## config.mk

```make
export PLATFORM = sky130hd
export DESIGN_NAME = watch_time_tx_flat
export DESIGN_NICKNAME = d
export VERILOG_FILES = /design/src/rtl/watch_pkg.sv /design/src/rtl/watch_time_tx_if.sv /design/src/rtl/watch_time_tx_bin2digits.sv /design/src/rtl/watch_time_tx.sv /design/src/flat_wrapper.sv
export SDC_FILE = /design/constraint.sdc
export NUM_CORES = 1
export LEC_CHECK = 0
export BUFFER_PORTS_ARGS = -buffer_cell sky130_fd_sc_hd__buf_2
export CAP_MARGIN = 20
export CORE_MARGIN = 2
export CORE_UTILIZATION = 45
export CTS_CLUSTER_DIAMETER = 50
export CTS_CLUSTER_SIZE = 25
export DETAILED_ROUTE_END_ITERATION = 10
export GPL_ROUTABILITY_DRIVEN = 0
export MAX_ROUTING_LAYER = met4
export PLACE_DENSITY = 0.64
export SYNTH_ARGS = -nofsm -noshare
export SYNTH_HDL_FRONTEND = slang
export SYNTH_SLANG_ARGS = --single-unit
```

## constraint.sdc

```tcl
create_clock -name clk -period 8.5 [get_ports clk]
set_clock_uncertainty 0.15 [all_clocks]
set_input_delay 1.7 -clock clk [delete_from_list [all_inputs] [get_ports clk]]
set_output_delay 1.7 -clock clk [all_outputs]
set_load 0.01 [all_outputs]
```

## src/rtl/watch_pkg.sv

```systemverilog
// -----------------------------------------------------------------------------
// watch_pkg
// Shared definitions for the watch time report transmitter:
//   - tx_state_e    : report FSM state encoding (IDLE, LOAD, SEND, WAIT)
//   - ASCII_*       : characters used to build the "HH:MM:SS.CC" line
//   - LINE_LEN_*    : line lengths with CR LF or with LF only
//   - time_snap_t   : snapshot of the four time fields taken at report start
// -----------------------------------------------------------------------------
package watch_pkg;

    typedef enum logic [1:0] {
        IDLE,
        LOAD,
        SEND,
        WAIT
    } tx_state_e;

    localparam logic [7:0] ASCII_0     = 8'h30;
    localparam logic [7:0] ASCII_COLON = 8'h3A;
    localparam logic [7:0] ASCII_DOT   = 8'h2E;
    localparam logic [7:0] ASCII_CR    = 8'h0D;
    localparam logic [7:0] ASCII_LF    = 8'h0A;

    localparam int LINE_LEN_CRLF = 13;
    localparam int LINE_LEN_LF   = 12;

    typedef struct packed {
        logic [4:0] hour;
        logic [5:0] min;
        logic [5:0] sec;
        logic [6:0] msec;
    } time_snap_t;

endpackage

```

## src/rtl/watch_time_tx_if.sv

```systemverilog
// -----------------------------------------------------------------------------
// watch_time_tx_if
// Byte handshake between the report serializer and uart_tx.
//   tx_data  : byte to transmit (serializer -> uart)
//   tx_start : one-cycle launch pulse for tx_data (serializer -> uart)
//   tx_done  : one-cycle pulse when the byte's stop bit completes (uart -> serializer)
// Modports: master = serializer side, slave = uart_tx side.
// -----------------------------------------------------------------------------
interface watch_time_tx_if;

    logic [7:0] tx_data;
    logic       tx_start;
    logic       tx_done;

    modport master (output tx_data, output tx_start, input tx_done);
    modport slave  (input tx_data, input tx_start, output tx_done);

endinterface

```

## src/rtl/watch_time_tx_bin2digits.sv

```systemverilog
// -----------------------------------------------------------------------------
// bin2digits
// Combinational split of a 7-bit value into decimal tens and ones digits.
// Values above 99 saturate to 9/9 so an out-of-range field still prints
// as two digits.
//   value : 7-bit binary input
//   tens  : tens digit, 0..9
//   ones  : ones digit, 0..9
// -----------------------------------------------------------------------------
module bin2digits (
    input  logic [6:0] value,
    output logic [3:0] tens,
    output logic [3:0] ones
);

    logic [6:0] sat;

    // NOTE: every variable assigned here gets a value on every path, so no
    // latch is inferred.
    always_comb begin
        sat  = (value > 7'd99) ? 7'd99 : value;
        tens = 4'(sat / 7'd10);
        ones = 4'(sat - 7'd10 * {3'b000, tens});
    end

endmodule

```

## src/rtl/watch_time_tx.sv

```systemverilog
// -----------------------------------------------------------------------------
// watch_time_tx
// Serializes a snapshot of the watch time as "HH:MM:SS.CC" + CR LF (or LF
// only) and hands it byte by byte to uart_tx. The time is captured when a
// report starts, so the line stays coherent while the counters run on.
//
// Parameters:
//   TERM_CRLF : 1 -> line ends CR LF (13 bytes); 0 -> LF only (12 bytes)
// Ports:
//   clk, rst  : clock, asynchronous active-high reset
//   msec/sec/min/hour : live time fields
//   send_req  : one-cycle request for one report line
//   tx        : byte handshake to uart_tx (master side)
//   o_busy    : high from report start until the last byte's tx_done
// Configuration:
//   WATCH_TX_AUTO_EN : when defined, any change of sec also triggers a report
// -----------------------------------------------------------------------------
module watch_time_tx
    import watch_pkg::*;
#(
    parameter int TERM_CRLF = 1
) (
    input  logic                   clk,
    input  logic                   rst,
    input  logic [6:0]             msec,
    input  logic [5:0]             sec,
    input  logic [5:0]             min,
    input  logic [4:0]             hour,
    input  logic                   send_req,
    watch_time_tx_if.master        tx,
    output logic                   o_busy
);

    localparam logic [3:0] LAST_IDX = (TERM_CRLF != 0) ? 4'(LINE_LEN_CRLF - 1)
                                                       : 4'(LINE_LEN_LF - 1);

    tx_state_e  state_q, state_d;
    logic [3:0] idx_q, idx_d;
    time_snap_t snap_q, snap_d;
    logic [7:0] tx_data_q, tx_data_d;
    logic       tx_start_q, tx_start_d;
    logic       busy_q, busy_d;

    logic       trigger;
    logic [6:0] field;
    logic [3:0] tens, ones;
    logic [7:0] char_sel;

`ifdef WATCH_TX_AUTO_EN
    // Registered copy of sec; any difference means the second moved (or was
    // edited), which raises a one-cycle auto trigger.
    logic [5:0] sec_copy_q, sec_copy_d;
    logic       auto_trig;

    assign sec_copy_d = sec;
    assign auto_trig  = (sec != sec_copy_q);
    assign trigger    = send_req | auto_trig;

    always_ff @(posedge clk or posedge rst) begin
        if (rst) sec_copy_q <= '0;
        else     sec_copy_q <= sec_copy_d;
    end
`else
    assign trigger = send_req;
`endif

    // One digit converter shared by all fields: pick the field this index
    // belongs to, then choose tens or ones below.
    always_comb begin
        field = '0;
        case (idx_q)
            4'd0,  4'd1:  field = {2'b00, snap_q.hour};
            4'd3,  4'd4:  field = {1'b0, snap_q.min};
            4'd6,  4'd7:  field = {1'b0, snap_q.sec};
            4'd9,  4'd10: field = snap_q.msec;
            default:      field = '0;
        endcase
    end

    bin2digits u_bin2digits (
        .value (field),
        .tens  (tens),
        .ones  (ones)
    );

    always_comb begin
        char_sel = 8'h00;
        case (idx_q)
            4'd0, 4'd3, 4'd6, 4'd9:  char_sel = ASCII_0 + {4'b0000, tens};
            4'd1, 4'd4, 4'd7, 4'd10: char_sel = ASCII_0 + {4'b0000, ones};
            4'd2, 4'd5:              char_sel = ASCII_COLON;
            4'd8:                    char_sel = ASCII_DOT;
            4'd11:                   char_sel = (TERM_CRLF != 0) ? ASCII_CR : ASCII_LF;
            4'd12:                   char_sel = ASCII_LF;
            default:                 char_sel = 8'h00;
        endcase
    end

    // Next-state logic. tx_start defaults low so it can only ever be a
    // single-cycle pulse out of SEND. Triggers outside IDLE are dropped.
    always_comb begin
        state_d    = state_q;
        idx_d      = idx_q;
        snap_d     = snap_q;
        tx_data_d  = tx_data_q;
        tx_start_d = 1'b0;
        busy_d     = busy_q;

        case (state_q)
            IDLE: begin
                if (trigger) begin
                    snap_d.hour = hour;
                    snap_d.min  = min;
                    snap_d.sec  = sec;
                    snap_d.msec = msec;
                    idx_d       = '0;
                    busy_d      = 1'b1;
                    state_d     = LOAD;
                end
            end
            LOAD: begin
                tx_data_d = char_sel;
                state_d   = SEND;
            end
            SEND: begin
                tx_start_d = 1'b1;
                state_d    = WAIT;
            end
            WAIT: begin
                if (tx.tx_done) begin
                    if (idx_q == LAST_IDX) begin
                        busy_d  = 1'b0;
                        state_d = IDLE;
                    end else begin
                        idx_d   = idx_q + 4'd1;
                        state_d = LOAD;
                    end
                end
            end
            default: state_d = IDLE;
        endcase
    end

    // NOTE: state is updated with non-blocking assignments so every flop
    // samples the values from before this edge.
    always_ff @(posedge clk or posedge rst) begin
        if (rst) begin
            state_q    <= IDLE;
            idx_q      <= '0;
            snap_q     <= '0;
            tx_data_q  <= 8'h00;
            tx_start_q <= 1'b0;
            busy_q     <= 1'b0;
        end else begin
            state_q    <= state_d;
            idx_q      <= idx_d;
            snap_q     <= snap_d;
            tx_data_q  <= tx_data_d;
            tx_start_q <= tx_start_d;
            busy_q     <= busy_d;
        end
    end

    assign tx.tx_data  = tx_data_q;
    assign tx.tx_start = tx_start_q;
    assign o_busy      = busy_q;

endmodule

```

## src/flat_wrapper.sv

```systemverilog
// flat-port wrapper written by rule: the top's interface ports become plain ports
module watch_time_tx_flat import watch_pkg::*;
#(
    parameter int TERM_CRLF = 1
)
  (clk, rst, msec, sec, min, hour, send_req, o_busy, tx_tx_data, tx_tx_start, tx_tx_done);
  watch_time_tx_if tx_i ();
  input  logic clk;
  input  logic rst;
  input  logic [6:0] msec;
  input  logic [5:0] sec;
  input  logic [5:0] min;
  input  logic [4:0] hour;
  input  logic send_req;
  output logic o_busy;
  output wire logic [$bits(tx_i.tx_data)-1:0] tx_tx_data;
  output wire logic [$bits(tx_i.tx_start)-1:0] tx_tx_start;
  input wire logic [$bits(tx_i.tx_done)-1:0] tx_tx_done;
  assign tx_tx_data = tx_i.tx_data;
  assign tx_tx_start = tx_i.tx_start;
  assign tx_i.tx_done = tx_tx_done;
  watch_time_tx #(.TERM_CRLF(TERM_CRLF)) u_core (.clk(clk), .rst(rst), .msec(msec), .sec(sec), .min(min), .hour(hour), .send_req(send_req), .tx(tx_i), .o_busy(o_busy));
endmodule
```

### Yosys cells after proc, flatten, opt, wreduce, memory -nomap -nowiden

Cells that the tools add are included.

* $add $sub $neg: 4
* muxes and demuxes: 16
* divide/modulo/power cells: 1
* reductions and logical operators: 14
* $mul: 1
* $lt $le $gt $ge: 1
* equal/unequal tests: 19

Operator list (count)
* $pmux W8 S6: 1
* $pmux W7 S4: 1
* $eq A4 B4 Y1 const B: 5
* $eq A4 B3 Y1 const B: 4
* $add A6 B4 Y7 const A: 2
* $mux W4: 3
* $reduce_or A2 Y1: 5
* $eq A4 B2 Y1 const B: 2
* $pmux W2 S4: 1
* $pmux W4 S2: 1
* $reduce_and A4 Y1: 2
* $reduce_or A4 Y1: 2
* $div A7 B4 Y7 const B: 1
* $gt A7 B7 Y1 const B: 1
* $mux W7: 1
* $ne A2 B2 Y1 const B: 3
* $mux W1: 5
* $add A4 B1 Y4 const B: 1
* $eq A2 B2 Y1 const B: 2
* $eq A4 B1 Y1 const B: 1
* $logic_not A4 Y1: 1
* $mul A3 B4 Y3 const A: 1
* $mux W2: 2
* $reduce_and A2 Y1: 2
* other kinds (6): 6

* logic and storage cells: 65
* output and inout bits: 10
* register bits after elaboration: 40
* input bits: 28

### Longest topological paths before layout

Gate-level depths: netlist (run 1).

* depth after elaboration: 10
* mapped depth: 31
* gate-level depth less buffers: 29

### Modules after synthesis

Synthesis (run 1) repeated with hierarchy kept, for this count alone.

* cells, all modules: 270
* area total of the unflattened synthesis: 2581.2 µm²

By module, submodules not included
* watch_time_tx: sequential area each 950.9 µm², area each 2034.5 µm², instances 1, cells each 191
* bin2digits: sequential area each 0.0 µm², area each 546.8 µm², instances 1, cells each 79

### Least setup slack after synthesis (run 1)

Ideal clock, no wire load.

* kind: reg-to-reg
* from: register u_core.idx_q[0]
* to: register u_core.tx_data_q[2] (netlist: u_core.tx.tx_data[2])
* cell stages (with the launch flop): 29
* period minus slack after synthesis: 5962 ps
* data required time: 8268 ps
* buffers on the path: 2
* arrival: 5730 ps
* slack: 2538 ps
* setup time: 82 ps
* path through: dfrtp_1 inv_1 ha_1 or2_1 buf_6 a32o_2 buf_2 a31oi_2 ha_1 nand2_1 or3_1 mux2i_1 ha_1 nor3_1 a32oi_4 nor4_2 a311oi_4 a21oi_1 nand2b_1 inv_1 ha_1 and2_1 a31oi_1 a221oi_1 nand2_1 ha_1 fa_1 o22a_1 a31oi_1

* longest elaborated chain between the ends: 10
* elaborated cells on any way between the ends: 29
* those cells by class: add/sub (3); mul (1); div (1); order compare (1); eq/ne (12); mux (3); reduce/logical (8)

Ends and longest elaborated chain
* start: declaration: RTL line watch_time_tx.sv:38 `logic [3:0] idx_q, idx_d;`
* start signal: assignment: RTL line watch_time_tx.sv:156 `idx_q <= idx_d;`
* $eq A4 B4 Y1, or another cell as far along: RTL line watch_time_tx.sv:71, watch_time_tx.sv:88
* $reduce_or A2 Y1: RTL line watch_time_tx.sv:71 `case (idx_q)`
* $pmux W7 S4: RTL line watch_time_tx.sv:71
* $gt A7 B7 Y1: RTL line watch_time_tx_bin2digits.sv:21 `sat = (value > 7'd99) ? 7'd99 : value;`
* $mux W7: RTL line watch_time_tx_bin2digits.sv:21
* $div A7 B4 Y7: RTL line watch_time_tx_bin2digits.sv:22 `tens = 4'(sat / 7'd10);`
* $mul A3 B4 Y3: RTL line watch_time_tx_bin2digits.sv:23 `ones = 4'(sat - 7'd10 * {3'b000, tens});`
* $sub A4 B4 Y4: RTL line watch_time_tx_bin2digits.sv:23
* $add A6 B4 Y7: RTL line watch_time_tx.sv:90 `4'd1, 4'd4, 4'd7, 4'd10: char_sel = ASCII_0 + {4'b0000, ones};`
* $pmux W8 S6 *: RTL line watch_time_tx.sv:88 `case (idx_q)`
* end signal: assignment: RTL line watch_time_tx.sv:158 `tx_data_q <= tx_data_d;`
* end: declaration: RTL line watch_time_tx.sv:40 `logic [7:0] tx_data_q, tx_data_d;`

Mark *: on every way between the ends. The rest lies on a longest branch, timed or not.
A chain may end at the register's enable or synchronous reset.

### Worst setup path in the final report (run 1)

Same ends and word-level chain as after synthesis.

==> flow_results.xml, run 1 <==
<?xml version="1.0" encoding="UTF-8"?>
<metrics>
  <group name="status">
    <metric name="result_of_the_run" unit="">completed</metric>
  </group>
  <group name="worst_setup_path">
    <metric name="critical_path.slowest_cell" unit="">sky130_fd_sc_hd__nor4_1</metric>
    <metric name="worst_path_top_cell_family_by_delay" unit="">simple AND/OR/NAND/NOR gates</metric>
    <metric name="critical_path_peak_fanout" unit="">9</metric>
    <metric name="worstPathArrival" unit="ns">6.67</metric>
    <metric name="worst_r2r_path_depth" unit="">27</metric>
    <metric name="criticalPathCategory" unit="">register to register</metric>
    <metric name="critical_path_cell_count" unit="">27</metric>
    <metric name="timing.critical_path.slowest_cell_delay" unit="ns">0.46</metric>
    <metric name="cp-start-kind" unit="">register</metric>
    <metric name="critPathMostFrequentCell" unit="">sky130_fd_sc_hd__ha_1</metric>
    <metric name="crit_path_end_kind" unit="">register</metric>
    <metric name="crit_path_buf_inv_count" unit="">2</metric>
    <metric name="required" unit="ns">8.56</metric>
  </group>
  <group name="drt">
    <metric name="drt_first_iter_violations" unit="">105</metric>
    <metric name="vias_per_cell" unit="">5.624</metric>
    <metric name="wl_per_cell" unit="um">15.06</metric>
    <metric name="ant_nets" unit="">0</metric>
    <metric name="final_wl" unit="um">5527</metric>
    <metric name="route.vias.total" unit="">2064</metric>
    <metric name="drcViolationCount" unit="">0</metric>
    <metric name="drtPass1Iterations" unit="">4</metric>
  </group>
  <group name="synth">
    <metric name="synth-seq-cells" unit="">38</metric>
    <metric name="synth_warnings" unit="">0</metric>
    <metric name="synth.cell_area" unit="sq um">2571</metric>
    <metric name="async_reset_ff_share" unit="%">100.0</metric>
    <metric name="synth_enable_flop_cells" unit="">0</metric>
    <metric name="yosysUniqueCellTypes" unit="">53</metric>
    <metric name="post_synth_inst_count" unit="">264</metric>
    <metric name="synth-main-ff-cell" unit="">sky130_fd_sc_hd__dfrtp_1</metric>
    <metric name="avgSynthCellArea" unit="sq um">9.739</metric>
    <metric name="seq_area_frac_synth" unit="%">36.98</metric>
  </group>
  <group name="grt">
    <metric name="overflow" unit="">0</metric>
    <metric name="antenna_found_initial" unit="">0</metric>
    <metric name="first_pass_grt_wire_length" unit="um">9045</metric>
    <metric name="globalRouteTotalUtil" unit="%">19.02</metric>
    <metric name="grt_pass1_vias" unit="">1914</metric>
    <metric name="maximum_number_of_pins_on_one_net_before_global_route_repair" unit="">30</metric>
  </group>
  <group name="clock_tree">
    <metric name="post_cts.repair.setup_buffers" unit="">0</metric>
    <metric name="clk_transition_reported_paths" unit="ns">0.07</metric>
    <metric name="max-clock-path-buffers" unit="">2</metric>
    <metric name="tritoncts" unit="">done</metric>
    <metric name="cts_root_buffer" unit="">sky130_fd_sc_hd__clkbuf_8</metric>
    <metric name="clock_insertion_delay_worst_skew" unit="ns">0.29</metric>
    <metric name="postCtsResizedCells" unit="">0</metric>
    <metric name="cts_buffers" unit="">5</metric>
    <metric name="cts_h_tree_lvls" unit="">2</metric>
    <metric name="number_of_clock_sinks" unit="">38</metric>
    <metric name="ctsHoldBuffers" unit="">0</metric>
  </group>
  <group name="timing">
    <metric name="max_slew_margin" unit="%">35.03</metric>
    <metric name="finalCritPeriodShare" unit="%">77.76</metric>
    <metric name="finalHoldWorstSlack" unit="ns">0.3625</metric>
    <metric name="timing.final.setup_violations" unit="">0</metric>
    <metric name="timing_worst_slew_pin_value" unit="ns">0.9722</metric>
    <metric name="rsz0062_at_grt" unit="">false</metric>
    <metric name="slew_viol_final" unit="">0</metric>
    <metric name="fin_setup_tns" unit="ns">0</metric>
    <metric name="hold_violations" unit="">0</metric>
    <metric name="worst_slack" unit="ns">1.891</metric>
    <metric name="layout_min_cycle_time" unit="ns">6.609</metric>
    <metric name="max_freq" unit="GHz">0.1513</metric>
  </group>
  <group name="final_layout">
    <metric name="post_route_cells_drive_above_1_share" unit="%">28.14</metric>
    <metric name="flow.area_growth_from_synthesis" unit="%">11.63</metric>
    <metric name="finish.utilization" unit="%">52.12</metric>
    <metric name="antennaDiodeCount" unit="">0</metric>
    <metric name="finalInstanceArea" unit="sq um">2870</metric>
    <metric name="finish.net_count" unit="">337</metric>
  </group>
  <group name="die">
    <metric name="rows" unit="">27</metric>
    <metric name="floorplan_die_area" unit="sq um">6335</metric>
    <metric name="die_h" unit="um">79.59</metric>
    <metric name="core" unit="sq um">5507</metric>
    <metric name="dieWidth" unit="um">79.59</metric>
    <metric name="start_util" unit="%">46.69</metric>
    <metric name="design.portCount" unit="">38</metric>
  </group>
  <group name="run">
    <metric name="max-cap-violations" unit="">0</metric>
  </group>
  <group name="power_and_ir_drop">
    <metric name="cellInternalPower" unit="mW">0.7253</metric>
    <metric name="p_sw_share" unit="%">47.02</metric>
    <metric name="netSwitchingPower" unit="mW">0.6438</metric>
    <metric name="irDropWorstVdd" unit="V">0.0001834</metric>
    <metric name="power_density" unit="nW/um^2">477.0</metric>
    <metric name="clockPowerShare" unit="%">9.5</metric>
    <metric name="p_leak" unit="nW">1.283</metric>
    <metric name="combPwrFrac" unit="%">65.2</metric>
    <metric name="p_seq_share" unit="%">25.3</metric>
  </group>
  <group name="place">
    <metric name="place_hpwl" unit="um">4294</metric>
    <metric name="postPlaceCellArea" unit="sq um">2775</metric>
    <metric name="port-buffer-count" unit="">35</metric>
    <metric name="placement.setup.worst_slack" unit="ns">1.973</metric>
  </group>
  <group name="min_path">
    <metric name="hold_path.class" unit="">register to register</metric>
    <metric name="hold_depth" unit="">1</metric>
  </group>
</metrics>
==> sequential cells by signal (all words and copies together), names as in the netlist <==
register and count:
u_core.idx_q 4, u_core.o_busy 1, u_core.snap_q 24, u_core.state_q 2, u_core.tx.tx_data 6, u_core.tx.tx_start 1
==> power groups by stage <==
stage          sequential (mW)  combinational, mW  clock, mW
6_report                 0.346              0.893      0.130
5_1_grt                  0.359              0.994      0.144
4_1_cts                  0.347              0.890      0.133
3_5_place_dp             0.350              0.882          0
3_3_place_gp             0.347              0.871          0
2_1_floorplan            0.320              0.736          0
==> worst register-to-register path, delay by kind of cell, from the launching register on <==
kind | cells | cell delay (ns)
buf+inv | 2 | 0.18
compound gates | 7 | 1.21
simple gates | 11 | 2.71
mux | 1 | 0.12
fa+ha+maj | 6 | 1.75
flops | 1 | 0.43
==> worst paths after layout <==
kind                                                       start                          endpoint  slack (ns)
worst max-delay path                 u_core.idx_q[0]$_DFFE_PP0P_  u_core.tx.tx_data[2]$_DFFE_PP0N_        1.89
worst min-delay path            u_core.tx.tx_data[5]$_DFFE_PP0N_  u_core.tx.tx_data[5]$_DFFE_PP0N_        0.36
worst max register to register       u_core.idx_q[0]$_DFFE_PP0P_  u_core.tx.tx_data[2]$_DFFE_PP0N_        1.89
worst min register to register  u_core.tx.tx_data[5]$_DFFE_PP0N_  u_core.tx.tx_data[5]$_DFFE_PP0N_        0.36
max in group asynchronous                                    rst     u_core.snap_q[18]$_DFFE_PP0P_        6.25
min in group asynchronous                                    rst      u_core.tx.tx_start$_DFF_PP0_        1.23
==> metal layers <==
metal	track usage, %	vias to the layer above	wire [um]
li1	-	1026	-
met1	25.83	979	2611
met2	28.24	48	2576
met3	3.733	11	239
met4	7.241	0	99
met5	-	-	0
==> cells in the final DEF (no fill, tap or decap), types with 3 or more instances in the layout <==
cell type | Yosys | final
sky130_fd_sc_hd__a211oi_1 | 4 | 4
sky130_fd_sc_hd__a21oi_1 | 10 | 10
sky130_fd_sc_hd__a31oi_1 | 3 | 3
sky130_fd_sc_hd__a32oi_1 | 6 | 6
sky130_fd_sc_hd__and3_1 | 9 | 9
sky130_fd_sc_hd__buf_2 | 4 | 35
sky130_fd_sc_hd__clkbuf_8 | 0 | 6
sky130_fd_sc_hd__dfrtp_1 | 38 | 38
sky130_fd_sc_hd__ha_1 | 14 | 14
sky130_fd_sc_hd__inv_1 | 14 | 14
sky130_fd_sc_hd__mux2_2 | 26 | 26
sky130_fd_sc_hd__mux2i_1 | 7 | 7
sky130_fd_sc_hd__nand2_1 | 15 | 15
sky130_fd_sc_hd__nand3_1 | 14 | 14
sky130_fd_sc_hd__nand4_1 | 3 | 3
sky130_fd_sc_hd__nor2_1 | 20 | 20
sky130_fd_sc_hd__nor2b_1 | 11 | 11
sky130_fd_sc_hd__nor3_1 | 4 | 4
sky130_fd_sc_hd__o21ai_0 | 9 | 9
sky130_fd_sc_hd__o22ai_1 | 4 | 4
sky130_fd_sc_hd__or2_2 | 3 | 3
==> cell families (layout without fill, tap and decap cells) <==
logic type,after synthesis,count (layout),share of synthesized area [%]
simple gates,92,92,18.98
compound gates,56,56,16.98
flops,38,38,36.98
mux,33,33,14.11
buf+inv,28,58,4.866
fa+ha+maj,15,15,7.591
other cells,1,2,0.1458
xor+xnor,1,1,0.3407
==> synth_stat cells (2+ instances only) <==
cell	instances	area, sq um
sky130_fd_sc_hd__o32a_1	2	20.02
sky130_fd_sc_hd__nor2_1	20	75.07
sky130_fd_sc_hd__dfrtp_1	38	950.9
sky130_fd_sc_hd__a32o_2	2	22.52
sky130_fd_sc_hd__buf_2	4	20.02
sky130_fd_sc_hd__a31oi_1	3	18.77
sky130_fd_sc_hd__a211oi_1	4	30.03
sky130_fd_sc_hd__a21oi_1	10	50.05
sky130_fd_sc_hd__mux2i_1	7	70.07
sky130_fd_sc_hd__or2_2	3	18.77
sky130_fd_sc_hd__o22ai_1	4	25.02
sky130_fd_sc_hd__nor3_1	4	20.02
sky130_fd_sc_hd__nand3_1	14	70.07
sky130_fd_sc_hd__nand2_1	15	56.30
sky130_fd_sc_hd__o22a_1	2	17.52
sky130_fd_sc_hd__nand2b_1	2	12.51
sky130_fd_sc_hd__nor2b_1	11	68.82
sky130_fd_sc_hd__nand4_1	3	18.77
sky130_fd_sc_hd__and3_1	9	56.30
sky130_fd_sc_hd__clkbuf_1	7	26.28
sky130_fd_sc_hd__buf_4	2	15.01
sky130_fd_sc_hd__nor4_1	2	12.51
sky130_fd_sc_hd__inv_1	14	52.55
sky130_fd_sc_hd__a32oi_1	6	52.55
sky130_fd_sc_hd__ha_1	14	175.2
sky130_fd_sc_hd__o211ai_1	2	15.01
sky130_fd_sc_hd__o21ai_0	9	45.04
sky130_fd_sc_hd__mux2_2	26	292.8
==> area by class of cell <==
type	instances	area [sq um]
Clock inverter	2	12.51
Tap cell	72	90.09
Multi-Input combinational cell	199	1499
Clock buffer	6	82.58
Sequential cell	38	950.9
Inverter	14	52.55
Timing Repair Buffer	36	182.7
Fill cell	534	2636
==> stage by stage <==
stage | std cells | power [mW]
finish | 367 | 1.369
global route | 367 | 1.497
CTS | 367 | 1.369
detailed placement | 359 | 1.232
global placement | 359 | 1.218
floorplan | 265 | 1.056
Power figures use the tool's default switching activity.
==> run 2, diff against run 1 <==
--- a/config.mk
+++ b/config.mk
@@ -5,6 +5,7 @@
 export SDC_FILE = /design/constraint.sdc
 export NUM_CORES = 1
 export LEC_CHECK = 0
+export ABC_AREA = 1
 export BUFFER_PORTS_ARGS = -buffer_cell sky130_fd_sc_hd__buf_2
 export CAP_MARGIN = 20
 export CORE_MARGIN = 2
==> constraint.sdc (replaced) <==
create_clock -name clk -period 6.8 [get_ports clk]
set_clock_uncertainty 0.15 [all_clocks]
set_input_delay 1.36 -clock clk [delete_from_list [all_inputs] [get_ports clk]]
set_output_delay 1.36 -clock clk [all_outputs]
set_load 0.01 [all_outputs]
==> flow_results.xml, run 2 <==
<?xml version="1.0" encoding="UTF-8"?>
<metrics>
  <group name="final_layout">
    <metric name="finish.utilization" unit="%">53.09</metric>
    <metric name="post_route_cells_drive_above_1_share" unit="%">29.38</metric>
    <metric name="flow.area_growth_from_synthesis" unit="%">15.01</metric>
    <metric name="antennaDiodeCount" unit="">0</metric>
    <metric name="most_common_cell_after_layout_fill_and_taps_aside" unit="">sky130_fd_sc_hd__nand2_1</metric>
    <metric name="layout.cells.most_common_list" unit="">sky130_fd_sc_hd__nand2_1 (65), sky130_fd_sc_hd__inv_1 (38), sky130_fd_sc_hd__dfrtp_1 (38)</metric>
    <metric name="finish.net_count" unit="">379</metric>
    <metric name="largest_register_ffs" unit="">24</metric>
    <metric name="regMostFlops" unit="">u_core.snap_q</metric>
  </group>
  <group name="clock_tree">
    <metric name="cts_buffers" unit="">5</metric>
    <metric name="tritoncts" unit="">done</metric>
    <metric name="clk_transition_reported_paths" unit="ns">0.08</metric>
    <metric name="clock_insertion_delay_worst_skew" unit="ns">0.29</metric>
    <metric name="max-clock-path-buffers" unit="">2</metric>
    <metric name="postCtsResizedCells" unit="">0</metric>
    <metric name="post_cts.repair.setup_buffers" unit="">0</metric>
    <metric name="number_of_clock_sinks" unit="">38</metric>
    <metric name="ctsHoldBuffers" unit="">0</metric>
    <metric name="cts_root_buffer" unit="">sky130_fd_sc_hd__clkbuf_8</metric>
    <metric name="cts_h_tree_lvls" unit="">2</metric>
  </group>
  <group name="drt">
    <metric name="top_layer_used" unit="">met4</metric>
    <metric name="ant_nets" unit="">0</metric>
    <metric name="drtPass1Iterations" unit="">4</metric>
    <metric name="wl_met3" unit="um">164</metric>
    <metric name="route.vias.total" unit="">2063</metric>
    <metric name="route.layer.met1.wl" unit="um">2457</metric>
    <metric name="routed-wl-met2" unit="um">2512</metric>
    <metric name="wl_per_cell" unit="um">12.79</metric>
    <metric name="final_wl" unit="um">5233</metric>
    <metric name="drcViolationCount" unit="">0</metric>
    <metric name="drt_first_iter_violations" unit="">95</metric>
    <metric name="vias_per_cell" unit="">5.044</metric>
  </group>
  <group name="grt">
    <metric name="overflow" unit="">0</metric>
    <metric name="grt_pass1_vias" unit="">2066</metric>
    <metric name="maximum_number_of_pins_on_one_net_before_global_route_repair" unit="">39</metric>
    <metric name="first_pass_grt_wire_length" unit="um">9342</metric>
    <metric name="antenna_found_initial" unit="">0</metric>
    <metric name="globalRouteTotalUtil" unit="%">18.94</metric>
  </group>
  <group name="worst_setup_path">
    <metric name="criticalPathCategory" unit="">register to register</metric>
    <metric name="crit-reg2reg-capture" unit="">u_core.tx.tx_data[3]$_DFFE_PP0N_</metric>
    <metric name="crit_path_end_kind" unit="">register</metric>
    <metric name="cp-start-kind" unit="">register</metric>
    <metric name="required" unit="ns">6.84</metric>
    <metric name="critical_path_peak_fanout" unit="">9</metric>
    <metric name="worstPathArrival" unit="ns">5.02</metric>
    <metric name="worst_r2r_startpoint" unit="">u_core.idx_q[1]$_DFFE_PP0P_</metric>
    <metric name="worst_path_top_cell_family_by_delay" unit="">simple AND/OR/NAND/NOR gates</metric>
    <metric name="critPathMostFrequentCell" unit="">sky130_fd_sc_hd__nand2_1</metric>
    <metric name="critPathLaunch" unit="">u_core.idx_q[1]$_DFFE_PP0P_</metric>
    <metric name="worst_r2r_path_depth" unit="">37</metric>
    <metric name="timing.critical_path.slowest_cell_delay" unit="ns">0.43</metric>
    <metric name="critical_path.slowest_cell" unit="">sky130_fd_sc_hd__dfrtp_1</metric>
    <metric name="crit_path_buf_inv_count" unit="">5</metric>
    <metric name="r2r_slack" unit="ns">1.82</metric>
  </group>
  <group name="min_path">
    <metric name="min_delay_worst_endpoint" unit="">u_core.tx.tx_data[0]$_DFFE_PP0N_</metric>
    <metric name="worst_hold_startpoint" unit="">u_core.tx.tx_data[0]$_DFFE_PP0N_</metric>
    <metric name="hold_depth" unit="">2</metric>
    <metric name="hold_path.class" unit="">register to register</metric>
  </group>
  <group name="status">
    <metric name="result_of_the_run" unit="">completed</metric>
  </group>
  <group name="die">
    <metric name="core" unit="sq um">5473</metric>
    <metric name="design.portCount" unit="">38</metric>
    <metric name="start_util" unit="%">46.16</metric>
    <metric name="floorplan_die_area" unit="sq um">6229</metric>
    <metric name="dieWidth" unit="um">78.93</metric>
    <metric name="die_h" unit="um">78.93</metric>
    <metric name="rows" unit="">27</metric>
  </group>
  <group name="synth">
    <metric name="yosysUniqueCellTypes" unit="">37</metric>
    <metric name="synth.cell_area" unit="sq um">2526</metric>
    <metric name="synth_warnings" unit="">0</metric>
    <metric name="ys_top_cells_by_count" unit="">sky130_fd_sc_hd__nand2_1 (65), sky130_fd_sc_hd__dfrtp_1 (38), sky130_fd_sc_hd__inv_1 (38)</metric>
    <metric name="synth-main-ff-cell" unit="">sky130_fd_sc_hd__dfrtp_1</metric>
    <metric name="synth-seq-cells" unit="">38</metric>
    <metric name="synthTopCellsByArea" unit="">sky130_fd_sc_hd__dfrtp_1 (38%), sky130_fd_sc_hd__mux2_2 (9.8%), sky130_fd_sc_hd__nand2_1 (9.7%)</metric>
    <metric name="synthDominantCellAreaShare" unit="%">37.64</metric>
    <metric name="seq_area_frac_synth" unit="%">37.64</metric>
    <metric name="synth_enable_flop_cells" unit="">0</metric>
    <metric name="netlist.top_cell.by_area" unit="">sky130_fd_sc_hd__dfrtp_1</metric>
    <metric name="post_synth_inst_count" unit="">299</metric>
    <metric name="avgSynthCellArea" unit="sq um">8.449</metric>
    <metric name="synth_most_common_cell" unit="">sky130_fd_sc_hd__nand2_1</metric>
    <metric name="async_reset_ff_share" unit="%">100.0</metric>
  </group>
  <group name="run">
    <metric name="max-cap-violations" unit="">0</metric>
  </group>
  <group name="place">
    <metric name="port-buffer-count" unit="">35</metric>
    <metric name="placement.setup.worst_slack" unit="ns">1.849</metric>
    <metric name="place_hpwl" unit="um">4059</metric>
  </group>
  <group name="timing">
    <metric name="max_slew_margin" unit="%">30.53</metric>
    <metric name="timing_worst_slew_pin_value" unit="ns">1.039</metric>
    <metric name="layout_min_cycle_time" unit="ns">4.981</metric>
    <metric name="finalCritPeriodShare" unit="%">73.26</metric>
    <metric name="finalHoldWorstSlack" unit="ns">0.3299</metric>
    <metric name="max_freq" unit="GHz">0.2007</metric>
    <metric name="hold_violations" unit="">0</metric>
    <metric name="rsz0062_at_grt" unit="">false</metric>
    <metric name="fin_setup_tns" unit="ns">0</metric>
    <metric name="timing.final.setup_violations" unit="">0</metric>
    <metric name="slew_viol_final" unit="">0</metric>
    <metric name="worst_slack" unit="ns">1.819</metric>
  </group>
  <group name="power_and_ir_drop">
    <metric name="fin_total_pwr" unit="mW">1.484</metric>
    <metric name="power_density" unit="nW/um^2">510.7</metric>
    <metric name="p_leak" unit="nW">1.517</metric>
    <metric name="irDropWorstVdd" unit="V">0.0001941</metric>
  </group>
</metrics>
[run 2: changes by cell type after synthesis, moves of 5 or more]
cell / previous run / this run
sky130_fd_sc_hd__a32oi_1: 6 / 0
sky130_fd_sc_hd__and3_1: 9 / 0
sky130_fd_sc_hd__inv_1: 14 / 38
sky130_fd_sc_hd__inv_2: 0 / 5
sky130_fd_sc_hd__mux2i_1: 7 / 0
sky130_fd_sc_hd__nand2_1: 15 / 65
sky130_fd_sc_hd__nand2_2: 0 / 12
sky130_fd_sc_hd__nor2_1: 20 / 12
sky130_fd_sc_hd__nor2b_1: 11 / 0
sky130_fd_sc_hd__o211ai_1: 2 / 11
sky130_fd_sc_hd__o21ai_0: 9 / 16
[run 2: layer usage]
metal	GRT usage (%)	up-vias
met5	-	-
met4	5.690	0
met3	3.182	11
met2	30.26	43
met1	25.04	962
li1	-	1047
[run 2: layout make-up]
cell class,instances,area [sq um]
multi-input combinational,212,1383
clock inverter,3,68.82
tap,72,90.09
timing repair buffer,36,182.7
inverter,43,161.4
clock buffer,5,68.82
fill,531,2567
sequential,38,950.9
[run 2: logic make-up (layout without fill, tap and decap cells)]
kind of cell,count (synthesis),in the layout,synth area share [%]
AND/OR/NAND/NOR,128,128,25.26
buffers and inverters,50,87,7.776
AO/OA/AOI/OAI,44,44,11.29
flip-flops,38,38,37.64
multiplexers,22,22,9.807
adder cells (fa/ha/maj),15,15,7.727
other,1,2,0.1484
XOR/XNOR,1,1,0.3468
[run 2: how the worst max path moves through the flow]
stage	endpoint	slack (ns)	cells after the start
after floorplan	u_core.tx.tx_data[3]$_DFFE_PP0N_	2.28	36
after global placement	u_core.tx.tx_data[3]$_DFFE_PP0N_	1.98	35
after detailed placement	u_core.tx.tx_data[3]$_DFFE_PP0N_	1.85	35
after CTS	u_core.tx.tx_data[3]$_DFFE_PP0N_	1.81	35
after global routing	u_core.tx.tx_data[3]$_DFFE_PP0N_	1.34	35
final	u_core.tx.tx_data[3]$_DFFE_PP0N_	1.82	37
[run 2: worst reg2reg max path: cells and delay by family, from the launching register on]
kind	cells	cell delay, ns
DFF	1	0.43
and+or+nand+nor	25	2.19
buffers and inverters	5	0.33
xor gates and xnor gates	1	0.20
adders and majority gates	6	1.61
[run 2: report_power, final]
part / total [mW] / switching [mW] / internal (mW)
Sequential: 0.396 / 0.0636 / 0.332
Clock: 0.232 / 0.0849 / 0.147
Combinational: 0.856 / 0.514 / 0.342
[run 2: metrics by stage]
stage / instances / cell area [sq um]
floorplan: 300 / 2530
global placement: 401 / 2768
detailed placement: 401 / 2768
CTS: 409 / 2905
global route: 409 / 2905
finish: 409 / 2905
==> run 3, diff against run 2 <==
==> constraint.sdc (replaced) <==
create_clock -name clk -period 4.8 [get_ports clk]
set_clock_uncertainty 0.15 [all_clocks]
set_input_delay 0.96 -clock clk [delete_from_list [all_inputs] [get_ports clk]]
set_output_delay 0.96 -clock clk [all_outputs]
set_load 0.01 [all_outputs]
==> flow_results.xml, run 3 (same netlist as run 2, synthesis figures left out) <==
<?xml version="1.0" encoding="UTF-8"?>
<metrics>
  <group name="drt">
    <metric name="drcViolationCount" unit="">0</metric>
    <metric name="final_wl" unit="um">5235</metric>
    <metric name="ant_nets" unit="">0</metric>
    <metric name="route.vias.total" unit="">2098</metric>
    <metric name="drtPass1Iterations" unit="">4</metric>
    <metric name="drt_first_iter_violations" unit="">54</metric>
    <metric name="wl_per_cell" unit="um">12.49</metric>
    <metric name="vias_per_cell" unit="">5.007</metric>
  </group>
  <group name="clock_tree">
    <metric name="cts_h_tree_lvls" unit="">2</metric>
    <metric name="tritoncts" unit="">done</metric>
    <metric name="ctsHoldBuffers" unit="">0</metric>
    <metric name="clock_insertion_delay_worst_skew" unit="ns">0.29</metric>
    <metric name="cts_buffers" unit="">5</metric>
    <metric name="max-clock-path-buffers" unit="">2</metric>
    <metric name="clk_transition_reported_paths" unit="ns">0.08</metric>
    <metric name="number_of_clock_sinks" unit="">38</metric>
    <metric name="cts_root_buffer" unit="">sky130_fd_sc_hd__clkbuf_8</metric>
  </group>
  <group name="final_layout">
    <metric name="regMostFlops" unit="">u_core.snap_q</metric>
    <metric name="layout.cells.most_common_list" unit="">sky130_fd_sc_hd__nand2_1 (65), sky130_fd_sc_hd__inv_1 (36), sky130_fd_sc_hd__dfrtp_1 (36)</metric>
    <metric name="flow.area_growth_from_synthesis" unit="%">20.80</metric>
    <metric name="finish.net_count" unit="">389</metric>
    <metric name="post_route_cells_drive_above_1_share" unit="%">34.58</metric>
    <metric name="most_common_cell_after_layout_fill_and_taps_aside" unit="">sky130_fd_sc_hd__nand2_1</metric>
    <metric name="finish.cell_count_without_fillers" unit="">419</metric>
    <metric name="antennaDiodeCount" unit="">0</metric>
    <metric name="num-fill-cells" unit="">519</metric>
    <metric name="largest_register_ffs" unit="">24</metric>
  </group>
  <group name="worst_setup_path">
    <metric name="crit_path_end_kind" unit="">register</metric>
    <metric name="critical_path.slowest_cell" unit="">sky130_fd_sc_hd__fa_2</metric>
    <metric name="cp-start-kind" unit="">register</metric>
    <metric name="criticalPathCategory" unit="">register to register</metric>
    <metric name="worstPathArrival" unit="ns">4.53</metric>
    <metric name="critPathMostFrequentCell" unit="">sky130_fd_sc_hd__nand2_1</metric>
    <metric name="timing.critical_path.slowest_cell_delay" unit="ns">0.51</metric>
    <metric name="critical_path_peak_fanout" unit="">6</metric>
    <metric name="required" unit="ns">4.84</metric>
  </group>
  <group name="timing">
    <metric name="max_slew_margin" unit="%">62.25</metric>
    <metric name="timing_worst_slew_pin_value" unit="ns">0.5638</metric>
    <metric name="slew_viol_final" unit="">0</metric>
    <metric name="hold_violations" unit="">0</metric>
    <metric name="fin_setup_tns" unit="ns">0</metric>
    <metric name="finalCritPeriodShare" unit="%">93.49</metric>
    <metric name="layout_min_cycle_time" unit="ns">4.488</metric>
    <metric name="timing.final.setup_violations" unit="">0</metric>
    <metric name="max_freq" unit="GHz">0.2228</metric>
  </group>
  <group name="grt">
    <metric name="first_pass_grt_wire_length" unit="um">9004</metric>
    <metric name="antenna_found_initial" unit="">0</metric>
    <metric name="overflow" unit="">0</metric>
    <metric name="globalRouteTotalUtil" unit="%">18.65</metric>
    <metric name="grt_pass1_vias" unit="">2048</metric>
    <metric name="maximum_number_of_pins_on_one_net_before_global_route_repair" unit="">39</metric>
  </group>
  <group name="die">
    <metric name="die_h" unit="um">78.93</metric>
    <metric name="core" unit="sq um">5473</metric>
    <metric name="rows" unit="">27</metric>
    <metric name="start_util" unit="%">46.16</metric>
    <metric name="dieWidth" unit="um">78.93</metric>
    <metric name="design.portCount" unit="">38</metric>
    <metric name="floorplan_die_area" unit="sq um">6229</metric>
  </group>
  <group name="place">
    <metric name="port-buffer-count" unit="">35</metric>
    <metric name="placedCellCount" unit="">405</metric>
    <metric name="place_hpwl" unit="um">4072</metric>
  </group>
  <group name="power_and_ir_drop">
    <metric name="p_leak" unit="nW">1.577</metric>
    <metric name="power_density" unit="nW/um^2">728.6</metric>
    <metric name="fin_total_pwr" unit="mW">2.224</metric>
    <metric name="irDropWorstVdd" unit="V">0.0003096</metric>
  </group>
  <group name="min_path">
    <metric name="hold_path.class" unit="">register to register</metric>
  </group>
  <group name="run">
    <metric name="max-cap-violations" unit="">0</metric>
  </group>
  <group name="status">
    <metric name="result_of_the_run" unit="">completed</metric>
  </group>
</metrics>
==> run 3: critical path, delay by kind of cell (launching register included) <==
family,cells,cell delay (ns)
AND/OR/NAND/NOR,19,1.56
adder cells (fa/ha/maj),6,1.53
AO/OA/AOI/OAI,2,0.28
flip-flops,1,0.44
buffers and inverters,7,0.43
==> run 3: layout make-up <==
type / instances / area, sq um / share of cell area (%)
Sequential cell: 38 / 953.4 / 31.24
Clock buffer: 6 / 82.58 / 2.706
Inverter: 43 / 163.9 / 5.371
Multi-Input combinational cell: 212 / 1424 / 46.66
Timing Repair Buffer: 46 / 277.8 / 9.102
Clock inverter: 2 / 60.06 / 1.968
Tap cell: 72 / 90.09 / 2.952
==> run 3: power by group <==
part / internal (mW) / switching [mW] / total (mW)
sequential: 0.472 / 0.0916 / 0.564
clock: 0.222 / 0.114 / 0.335
combinational: 0.564 / 0.760 / 1.32
==> run 3: what timing repair did <==
item | in CTS | in global routing
gates resized for setup | 2 | 12
cloned | 0 | 0
pin swaps | 0 | 9
hold endpoints to repair | 0 | 0
setup buffers | 0 | 5
setup endpoints to repair | 1 | 2
==> run 3: final timing paths <==
kind / start / end / cells past startpoint / slack [ns]
worst max register to register: u_core.idx_q[1]$_DFFE_PP0P_ / u_core.tx.tx_data[2]$_DFFE_PP0N_ / 34 / 0.31
worst min register to register: u_core.tx.tx_data[0]$_DFFE_PP0N_ / u_core.tx.tx_data[0]$_DFFE_PP0N_ / 2 / 0.33
worst max-delay path: u_core.idx_q[1]$_DFFE_PP0P_ / u_core.tx.tx_data[2]$_DFFE_PP0N_ / 34 / 0.31
min in group asynchronous: rst / u_core.state_q[1]$_DFFE_PP0P_ / 3 / 0.62
worst min-delay path: u_core.tx.tx_data[0]$_DFFE_PP0N_ / u_core.tx.tx_data[0]$_DFFE_PP0N_ / 2 / 0.33
max in group asynchronous: rst / u_core.idx_q[1]$_DFFE_PP0P_ / 3 / 3.53
==> run 3: metrics by stage <==
step                util [%]  hold slack [ns]  instance area, sq um  setup WS [ns]
floorplan                  -           0.3281                  2530         0.2804
detailed placement     51.12           0.3129                  2798       -0.03042
global placement       51.12           0.3101                  2798         0.1455
global route           55.76           0.3413                  3052       -0.01342
CTS                    53.82           0.3343                  2945        0.02515
finish                 55.76           0.3291                  3052         0.3125
==> run 3: per-layer routing <==
metal  up-vias  wire [um]  global-route usage [%]
li1       1067          -                       -
met1       968       2380                   23.07
met2        47       2456                   28.97
met5         -          0                       -
met4         0        178                   9.483
met3        16        219                   4.091
